### config.mk
export PLATFORM = sky130hd
export DESIGN_NAME = acc_register_file
export DESIGN_NICKNAME = d
export VERILOG_FILES = /design/src/rtl/acc_register_file_pkg.sv /design/src/rtl/acc_register_file_rf_read_port.sv /design/src/rtl/acc_register_file.sv
export SDC_FILE = /design/constraint.sdc
export NUM_CORES = 1
export LEC_CHECK = 0
export ABC_AREA = 0
export BUFFER_PORTS_ARGS = -buffer_cell sky130_fd_sc_hd__buf_2
export CAP_MARGIN = 25
export CORE_AREA = 2 2 51 53
export CTS_CLUSTER_DIAMETER = 200
export CTS_CLUSTER_SIZE = 30
export DETAILED_ROUTE_END_ITERATION = 6
export DIE_AREA = 0 0 53 55
export PLACE_DENSITY = 0.73
export SLEW_MARGIN = 20
export SYNTH_ARGS = -nofsm -noshare
export SYNTH_HDL_FRONTEND = slang
export SYNTH_SLANG_ARGS = --single-unit
### constraint.sdc
create_clock -name clk -period 1.8 [get_ports clk]
set_input_delay 0.36 -clock clk [delete_from_list [all_inputs] [get_ports clk]]
set_output_delay 0.36 -clock clk [all_outputs]
set_load 0.01 [all_outputs]
### src/rtl/acc_register_file_pkg.sv
// -----------------------------------------------------------------------------
// acc_register_file_pkg
//   Processor-wide datapath constants shared by the register file and its
//   users.
//   DATA_WIDTH : width of every general register and of the accumulator
//   ADDR_WIDTH : register address width
//   NUM_REGS   : number of general registers (2**ADDR_WIDTH)
//   reg_addr_t : register address type
// -----------------------------------------------------------------------------
package acc_register_file_pkg;

  localparam int unsigned DATA_WIDTH = 4;
  localparam int unsigned ADDR_WIDTH = 2;
  localparam int unsigned NUM_REGS   = 2 ** ADDR_WIDTH;

  typedef logic [ADDR_WIDTH-1:0] reg_addr_t;

endpackage : acc_register_file_pkg

### src/rtl/acc_register_file_rf_read_port.sv
// -----------------------------------------------------------------------------
// rf_read_port
//   One asynchronous read port of the register file: selects a register from
//   the stored array and, when enabled, forwards the in-flight write data if
//   the write targets the same register.
//   regs_i        : flattened register array (entry i = register i)
//   read_addr_i   : register to read
//   bypass_vld_i  : a write is being presented this cycle (reset already gated)
//   write_addr_i  : register being written
//   write_data_i  : data being written
//   read_data_o   : combinational read result
// -----------------------------------------------------------------------------
module rf_read_port #(
  parameter int unsigned DATA_WIDTH = 4,
  parameter int unsigned ADDR_WIDTH = 2,
  parameter int unsigned NUM_REGS   = 2 ** ADDR_WIDTH,
  parameter bit          BYPASS_EN  = 1'b1
) (
  input  logic [NUM_REGS-1:0][DATA_WIDTH-1:0] regs_i,
  input  logic [ADDR_WIDTH-1:0]               read_addr_i,
  input  logic                                bypass_vld_i,
  input  logic [ADDR_WIDTH-1:0]               write_addr_i,
  input  logic [DATA_WIDTH-1:0]               write_data_i,
  output logic [DATA_WIDTH-1:0]               read_data_o
);

  if (BYPASS_EN) begin : g_bypass
    // NOTE: read_data_o is given its stored-value default before the
    // conditional override, so every path assigns it and no latch is inferred.
    always_comb begin
      read_data_o = regs_i[read_addr_i];
      if (bypass_vld_i && (read_addr_i == write_addr_i)) begin
        read_data_o = write_data_i;
      end
    end
  end else begin : g_no_bypass
    logic unused_bypass;
    assign unused_bypass = bypass_vld_i ^ (^write_addr_i) ^ (^write_data_i);
    assign read_data_o   = regs_i[read_addr_i];
  end

endmodule : rf_read_port

### src/rtl/acc_register_file.sv
// -----------------------------------------------------------------------------
// acc_register_file
//   Four general registers plus an accumulator for the 4-bit datapath.
//   clk              : rising-edge clock
//   reset            : asynchronous active-low clear of all state
//   write_enable     : register write strobe
//   acc_write_enable : accumulator write strobe
//   write_addr       : register to write
//   write_data       : register write data
//   acc_in           : accumulator write data
//   read_addr1/2     : read port addresses
//   read_data1/2     : combinational read data (with write-through bypass)
//   acc_out          : registered accumulator value
// -----------------------------------------------------------------------------
module acc_register_file #(
  parameter int unsigned DATA_WIDTH = acc_register_file_pkg::DATA_WIDTH,
  parameter int unsigned ADDR_WIDTH = acc_register_file_pkg::ADDR_WIDTH,
  parameter bit          BYPASS_EN  = 1'b1
) (
  input  logic                  clk,
  input  logic                  reset,
  input  logic                  write_enable,
  input  logic                  acc_write_enable,
  input  logic [ADDR_WIDTH-1:0] write_addr,
  input  logic [DATA_WIDTH-1:0] write_data,
  input  logic [DATA_WIDTH-1:0] acc_in,
  input  logic [ADDR_WIDTH-1:0] read_addr1,
  input  logic [ADDR_WIDTH-1:0] read_addr2,
  output logic [DATA_WIDTH-1:0] read_data1,
  output logic [DATA_WIDTH-1:0] read_data2,
  output logic [DATA_WIDTH-1:0] acc_out
);

  localparam int unsigned NUM_REGS = 2 ** ADDR_WIDTH;

  logic [NUM_REGS-1:0][DATA_WIDTH-1:0] regs_q, regs_d;
  logic [DATA_WIDTH-1:0]               acc_q, acc_d;
  logic                                bypass_vld;

  // Forwarding is suppressed while in reset so all read ports show zero.
  assign bypass_vld = reset & write_enable;

  always_comb begin
    regs_d = regs_q;
    if (write_enable) begin
      regs_d[write_addr] = write_data;
    end
  end

  assign acc_d = acc_write_enable ? acc_in : acc_q;

  // NOTE: sequential state uses non-blocking assignments so every register
  // samples the pre-edge values of its inputs.
  // NOTE: the array is small and must read as zero straight out of reset,
  // so it is cleared by the asynchronous reset like ordinary flops.
  always_ff @(posedge clk or negedge reset) begin
    if (!reset) begin
      regs_q <= '0;
      acc_q  <= '0;
    end else begin
      regs_q <= regs_d;
      acc_q  <= acc_d;
    end
  end

  assign acc_out = acc_q;

  rf_read_port #(
    .DATA_WIDTH (DATA_WIDTH),
    .ADDR_WIDTH (ADDR_WIDTH),
    .NUM_REGS   (NUM_REGS),
    .BYPASS_EN  (BYPASS_EN)
  ) u_read_port1 (
    .regs_i       (regs_q),
    .read_addr_i  (read_addr1),
    .bypass_vld_i (bypass_vld),
    .write_addr_i (write_addr),
    .write_data_i (write_data),
    .read_data_o  (read_data1)
  );

  rf_read_port #(
    .DATA_WIDTH (DATA_WIDTH),
    .ADDR_WIDTH (ADDR_WIDTH),
    .NUM_REGS   (NUM_REGS),
    .BYPASS_EN  (BYPASS_EN)
  ) u_read_port2 (
    .regs_i       (regs_q),
    .read_addr_i  (read_addr2),
    .bypass_vld_i (bypass_vld),
    .write_addr_i (write_addr),
    .write_data_i (write_data),
    .read_data_o  (read_data2)
  );

endmodule : acc_register_file

-- Word-level counts from Yosys, hierarchy flattened
Index checks and enable logic that the tools add are counted.
- input port bits: 18
- word-level logic and storage cells: 24
- register bits: 20
- equality and inequality tests: 2
- reductions and logical operators: 3
- order comparisons: 4
- muxes and demuxes: 9
- bitwise logic cells: 1
- operators with widths (cell ; number):
    2-to-1 mux 4 bit ; 5
    binary-select mux 4 bit (select 2 bit) ; 2
    bitwise mux 16 bit ; 1
    less-than comparator 2 x 3 -> 1 bit, second input constant ; 3
    demux 4 bit (select 2 bit) ; 1
    equality test 2 bit ; 2
    logical AND 1 bit ; 3
    >= comparator 2 x 1 -> 1 bit, second input constant ; 1
    bitwise AND 1 bit ; 1

-- Logic depth before layout (Yosys ltp)
Gate-level depths: netlist (run 1).
- depth in word-level cells: 5
- depth in mapped cells: 4
- gate-level depth less buffers: 3

-- Modules after synthesis
From an unflattened synthesis (run 1), not the netlist that was laid out.
- cell total of the unflattened synthesis: 69
- area, all modules: 1148.6 sq um
- by module, submodules not included (module ; area an instance (sq um) ; cells an instance ; times used):
    acc_register_file ; 770.7 ; 45 ; 1
    rf_read_port ; 188.9 ; 12 ; 2

-- Worst setup path after synthesis (run 1)
No wires, ideal clock.
- kind: input-to-output
- from: in read_addr2[0]
- to: out read_data2[0]
- slack: 0.179 ns
- arrival time: 1.261 ns
- buffers on the path: 1
- cell stages on the path: 4
- path through: buf_6 > xor2_1 > nor3_4 > mux2_2
- cells in the longest elaborated chain, start to end: 3
- elaborated cells on any way between the ends: 5
- those cells by class: eq/ne: 1; mux: 3; reduce/logical: 1
- ends and longest elaborated chain (element ; line ; text):
    start: declaration ; acc_register_file.sv:28 ; input logic [ADDR_WIDTH-1:0] read_addr2,
    binary-select mux 4 bit (select 2 bit) or equality test 2 bit (tied branches) ; acc_register_file_rf_read_port.sv:31, acc_register_file_rf_read_port.sv:32 ;
    2-to-1 mux 4 bit (implied by the code) or logical AND 1 bit (tied branches) ; acc_register_file_rf_read_port.sv:31, acc_register_file_rf_read_port.sv:32 ;
    2-to-1 mux 4 bit (*) ; acc_register_file_rf_read_port.sv:32 ; if (bypass_vld_i && (read_addr_i == write_addr_i)) begin
    end: declaration ; acc_register_file.sv:30 ; output logic [DATA_WIDTH-1:0] read_data2,
Every way passes the cells marked *; elsewhere a longest branch is shown, timed or not. The select of a mux whose other input is x is not followed.

-- Worst setup path in the final report (run 1)
- from: reg regs_q[9] (netlist name)
- to: out read_data1[1]
- cells in the longest elaborated chain, start to end: 3
- ends and longest elaborated chain (element ; line ; text):
    start: declaration ; acc_register_file.sv:36 ; logic [NUM_REGS-1:0][DATA_WIDTH-1:0] regs_q, regs_d;
    start signal: assignment ; acc_register_file.sv:61 ; regs_q <= regs_d;
    binary-select mux 4 bit (select 2 bit) ; acc_register_file_rf_read_port.sv:31 ; read_data_o = regs_i[read_addr_i];
    2-to-1 mux 4 bit (implied by the code) ; acc_register_file_rf_read_port.sv:31 ;
    2-to-1 mux 4 bit ; acc_register_file_rf_read_port.sv:32 ;
    end: declaration ; acc_register_file.sv:29 ; output logic [DATA_WIDTH-1:0] read_data1,
No other way between the ends. The select of a mux whose other input is x is not followed.

==> results.json, run 1 <==
{
  "n_antenna_cell": 0,
  "routed_wl_um": 2260,
  "ioPinCount": 30,
  "multi_input_area_um2": 602,
  "syn-cell-area_um2": 1120,
  "grt-ovfl-total": 0,
  "start_util_pct": 47.2,
  "status": "complete, but fails checks",
  "antenna_found_initial": 0,
  "worst_setup_path_start_kind": "register",
  "grtUsageTotal_pct": 18.0,
  "worstPathRequired_ns": 1.44,
  "die_h_um": 55,
  "yosysUniqueCellTypes": 10,
  "die_area_um2": 2920,
  "yosysWarnings": 0,
  "regArea_um2": 500,
  "period_minus_slack_ns": 1.94,
  "clk_path_buf_depth": 2,
  "viasPerCell": 5.47,
  "place_inst": 132,
  "power.density_nw_per_um2": 870,
  "drive_above_1_share_pct": 72.4,
  "grt_max_degree": 21,
  "cp.arrival_ns": 1.58,
  "whs_ns": 0.0441,
  "final_cell_mix": "mux2_2 (26), buf_2 (21), dfrtp_1 (20)",
  "synthMuxAreaShare_pct": 44.3,
  "cp_max_fo": 3,
  "hold_viol": 0,
  "drc_errors": 0,
  "finalSetupTns_ns": -1.03,
  "fp.dieW_um": 53,
  "via_count": 738,
  "first_global_vias": 744,
  "synth-compound-area-share_pct": 0,
  "hp-class": "in2async",
  "yosysTopAreaCellShare_pct": 44.8,
  "h-tree-depth": 1,
  "num-nets-final": 125,
  "synth-seq-area-share_pct": 44.8,
  "cts_tree": "done",
  "synth_top_family_by_area": "multiplexers",
  "drv_slew": 0,
  "violations": "setup timing",
  "yosys.area_share.simple_pct": 5.71,
  "ys_seq_elements": 20,
  "final_cell_count_no_fill": 135,
  "max_slew.worst_pin.slew_ns": 0.315,
  "num_rows": 18,
  "fill_cells": 203,
  "clock_latency_ns": 0.30,
  "clock_tree.root_cell": "clkbuf_4",
  "fin_util_pct": 59.3,
  "end_kind": "output pin",
  "pre_cts_slack_ns": -0.0984,
  "hpwl_um": 1760,
  "syn_to_final_growth_pct": 25.5,
  "synthCells": 69,
  "yosys.area.top_type": "dfrtp_1",
  "io_buffer_count": 29,
  "synth_area_leaders": "dfrtp_1 (45%), mux2_2 (28%), mux4_2 (16%)",
  "coreArea_um2": 2360,
  "syn_area_per_cell_um2": 16.2,
  "cts_sinks": 20,
  "grt_pass1_wl_um": 3570,
  "wl_per_cell_um": 16.8,
  "synth_adder_area_share_pct": 0,
  "route.antenna.remaining_nets": 0,
  "slew_headroom_pct": 78.9,
  "first_iter_violations": 1,
  "place_congestion": 0.740,
  "path_clk_slew_ns": 0.10,
  "mappedNetlistNets": 87,
  "maxCapViolations": 0,
  "p_leak_nw": 0.615,
  "layout_commonest_cell": "mux2_2",
  "cp_top_family": "multiplexers",
  "cts_setup_buffers": 0,
  "critPathKind": "reg2out",
  "cp.buffers_inverters": 1,
  "setup_viol": 8,
  "finClkSkew_ns": 0,
  "cpMaxStageDelayCell": "mux4_2",
  "fmax_ghz": 0.515,
  "fin_crit_sh_pct": 108,
  "worst_slack_ns": -0.141,
  "synth_xor_area_share_pct": 3.14,
  "ir_worst_vdd_v": 0.000588,
  "numCtsBuffers": 3,
  "critPathMaxStageDelay_ns": 0.47,
  "path_cells": "mux4_2 -> mux2_4 -> buf_6",
  "dr.pass1.iters": 4,
  "rsz0062_at_grt": "yes"
}
layer usage:
metal  wire length (µm)  vias to the layer above  global-route usage, %
met4                 53                        0                   8.97
li1                   -                      340                      -
met2               1150                       31                   31.9
met5                  0                        -                      0
met3                119                        5                   1.61
met1                943                      362                   22.2
power by group:
part           internal (mW)  switching [mW]
Clock                 0.0782           0.133
Combinational          0.278           0.155
Sequential             0.526          0.0490
area by class of cell:
cell class / instances / area share (%)
Tap cell: 30 / 2.68
Multi-Input combinational cell: 47 / 42.9
Sequential cell: 20 / 35.7
Timing Repair Buffer: 35 / 17.1
Clock buffer: 3 / 1.61
synth_stat cells, drive strengths merged:
master / n
nor3b: 1
xor2: 4
nand3b: 2
nor3: 2
buf: 2
nand2: 1
dfrtp: 20
nand3: 1
mux4: 8
mux2: 28
worst paths after layout:
kind / startpoint / end / slack (ns) / cells after the start
setup / recovery: regs_q[9] / read_data1[1] / -0.14 / 3
hold / removal: reset / regs_q[12] / 0.04 / 2
setup reg to reg: regs_q[8] / regs_q[8] / 1.01 / 1
hold reg to reg: acc_out[1] / acc_out[1] / 0.51 / 1
max in group asynchronous: reset / regs_q[4] / 1.55 / 2
min in group clk: acc_in[0] / acc_out[0] / 0.28 / 2
cells by family (layout without fill, tap and decap cells):
group         count (synthesis)  in the layout
buf+inv                       2             38
simple gates                  7              7
mux                          36             36
xor+xnor                      4              4
flops                        20             20
sequential cells by signal, summed over array words and instances (netlist names):
register,count
regs_q,16
acc_out,4
per-stage QoR:
step	power, mW	cell area (µm²)
after floorplan	0.817	1120
after global placement	0.937	1320
after detailed placement	0.955	1320
after CTS	1.23	1400
after global routing	1.28	1400
final	1.22	1400
what timing repair did:
item / in CTS / in global routing
resized for setup: 8 / 2
hold buffers: 0 / 0
setup endpoints to repair: 8 / 8
pin swaps: 0 / 0
No activity file was read; power rests on OpenSTA's default activity.
==> inputs of run 2 (changes only) <==
CORE_AREA = 2 2 56 58   (was 2 2 51 53)
DIE_AREA = 0 0 58 60   (was 0 0 53 55)
PLACE_DENSITY = 0.6   (was 0.73)
==> run 2 against run 1 <==
Net effect:
- register-to-register slack got worse by 0.22 ns
- global-route usage fell by 3.0 points
- clock skew did not move
- largest cell class unchanged
- sequential cell count did not move
- critical path type unchanged
- total power rose by 5.8%
- sequential share of layout area fell by 1.1 points
- critical endpoint is now read_data1[2]
- utilization fell by 9.5 points
- design area rose by 3.1%
- the flow still finishes with violations (setup timing)
==> results.json, run 2 (same netlist as run 1, synthesis figures left out) <==
{
  "num-nets-final": 126,
  "rsz0062_at_grt": "yes",
  "hp-class": "in2async",
  "num_rows": 20,
  "fmax_ghz": 0.517,
  "die_h_um": 60,
  "p_leak_nw": 0.643,
  "syn_to_final_growth_pct": 29.5,
  "ir_worst_vdd_v": 0.000549,
  "clock_latency_ns": 0.29,
  "cp-endpoint": "read_data1[2]",
  "r2r-start": "regs_q[14]",
  "violations": "setup timing",
  "ioPinCount": 30,
  "worst_setup_path_start_kind": "register",
  "setup_viol": 8,
  "status": "complete, but fails checks",
  "first_iter_violations": 7,
  "grt_pass1_wl_um": 3820,
  "routed_wl_um": 2320,
  "worst_slack_ns": -0.135,
  "pre_cts_slack_ns": -0.0983,
  "slew_headroom_pct": 77.1,
  "finalSetupTns_ns": -0.966,
  "grt_max_degree": 21,
  "drv_slew": 0,
  "r2r_end": "regs_q[14]",
  "cp.arrival_ns": 1.57,
  "first_global_vias": 831,
  "worstPathRequired_ns": 1.44,
  "numCtsBuffers": 3,
  "fp.dieW_um": 58,
  "hold_buffers": 0,
  "critPathKind": "reg2out",
  "h-tree-depth": 1,
  "largest_reg_flops": 16,
  "route.antenna.remaining_nets": 0,
  "cp_max_fo": 3,
  "hold_viol": 0,
  "rrSetupSlack_ns": 0.79,
  "coreArea_um2": 2900,
  "viasPerCell": 5.34,
  "maxCapViolations": 0,
  "die_area_um2": 3480,
  "path_clk_slew_ns": 0.11,
  "drive_above_1_share_pct": 72.9,
  "period_minus_slack_ns": 1.93,
  "via_count": 748,
  "end_kind": "output pin",
  "fin_crit_sh_pct": 107,
  "final_cell_mix": "mux2_2 (21), buf_2 (21), dfrtp_1 (20)",
  "clk_path_buf_depth": 2,
  "wl_per_cell_um": 16.6,
  "fill_cells": 270,
  "cp-startpoint": "regs_q[14]",
  "max_slew.worst_pin.slew_ns": 0.342,
  "grt-ovfl-total": 0,
  "cts_sinks": 20,
  "largest_register": "regs_q",
  "start_util_pct": 38.5,
  "antenna_found_initial": 0,
  "ff2ff_path_depth": 3,
  "io_buffer_count": 29,
  "drc_errors": 0,
  "grtUsageTotal_pct": 15.0,
  "place_congestion": 0.770,
  "dr.pass1.iters": 4,
  "finClkSkew_ns": 0,
  "n_antenna_cell": 0,
  "clock_tree.root_cell": "clkbuf_4",
  "cts_tree": "done",
  "power.density_nw_per_um2": 893
}
run 2: cell type report:
class                           count  area (µm²)  area share [%]
Tap cell                           33        41.3            2.85
Sequential cell                    20         500            34.6
Timing Repair Buffer               36         248            17.1
Clock buffer                        4        36.3            2.51
Multi-Input combinational cell     47         621            42.9
run 2: report_power, final:
part / internal, mW / switching, mW
clock network: 0.123 / 0.132
logic: 0.302 / 0.160
registers: 0.526 / 0.0480
total: 0.952 / 0.340
run 2: layer usage:
layer  vias up  routed length [µm]  track usage [%]  share of wire [%]
met5         -                   0                0                  0
met4         0                  12             5.98               0.52
met3         2                 113             1.95                4.9
met2        24                1100             24.7                 48
met1       377                1090             20.2                 47
li1        345                   -                -                  -
run 2: repair_timing:
| action | CTS | global route |
|---|---|---|
| setup buffers | 1 | 1 |
| resized for setup | 11 | 4 |
| pin swaps | 0 | 1 |
| hold endpoints to repair | 0 | 0 |
| endpoints found under the setup margin | 8 | 8 |
run 2: worst min-delay path by stage:
stage                            end  slack, ns  cells after the start
final                      regs_q[1]       0.05                      2
after global routing       regs_q[5]       0.05                      2
after CTS                 regs_q[15]       0.04                      2
after detailed placement   regs_q[1]       0.39                      2
after global placement     regs_q[0]       0.38                      2
after floorplan           acc_out[0]       0.06                      0
run 2: metrics by stage:
step | instances | hold WS, ns | utilization, % | power (mW) | cell area, µm²
after floorplan | 69 | 0.0644 | - | 0.817 | 1120
after global placement | 134 | 0.377 | 45.4 | 0.943 | 1320
final | 140 | 0.0474 | 49.8 | 1.29 | 1450
after global routing | 140 | 0.0472 | 49.8 | 1.37 | 1450
after CTS | 139 | 0.0437 | 49.1 | 1.29 | 1420
after detailed placement | 134 | 0.386 | 45.4 | 0.954 | 1320
run 2: critical path, stage by stage, from the launching register on:
cell     delay (ns)
dfrtp_1        0.40
mux4_2         0.46
mux2_4         0.29
buf_6          0.12
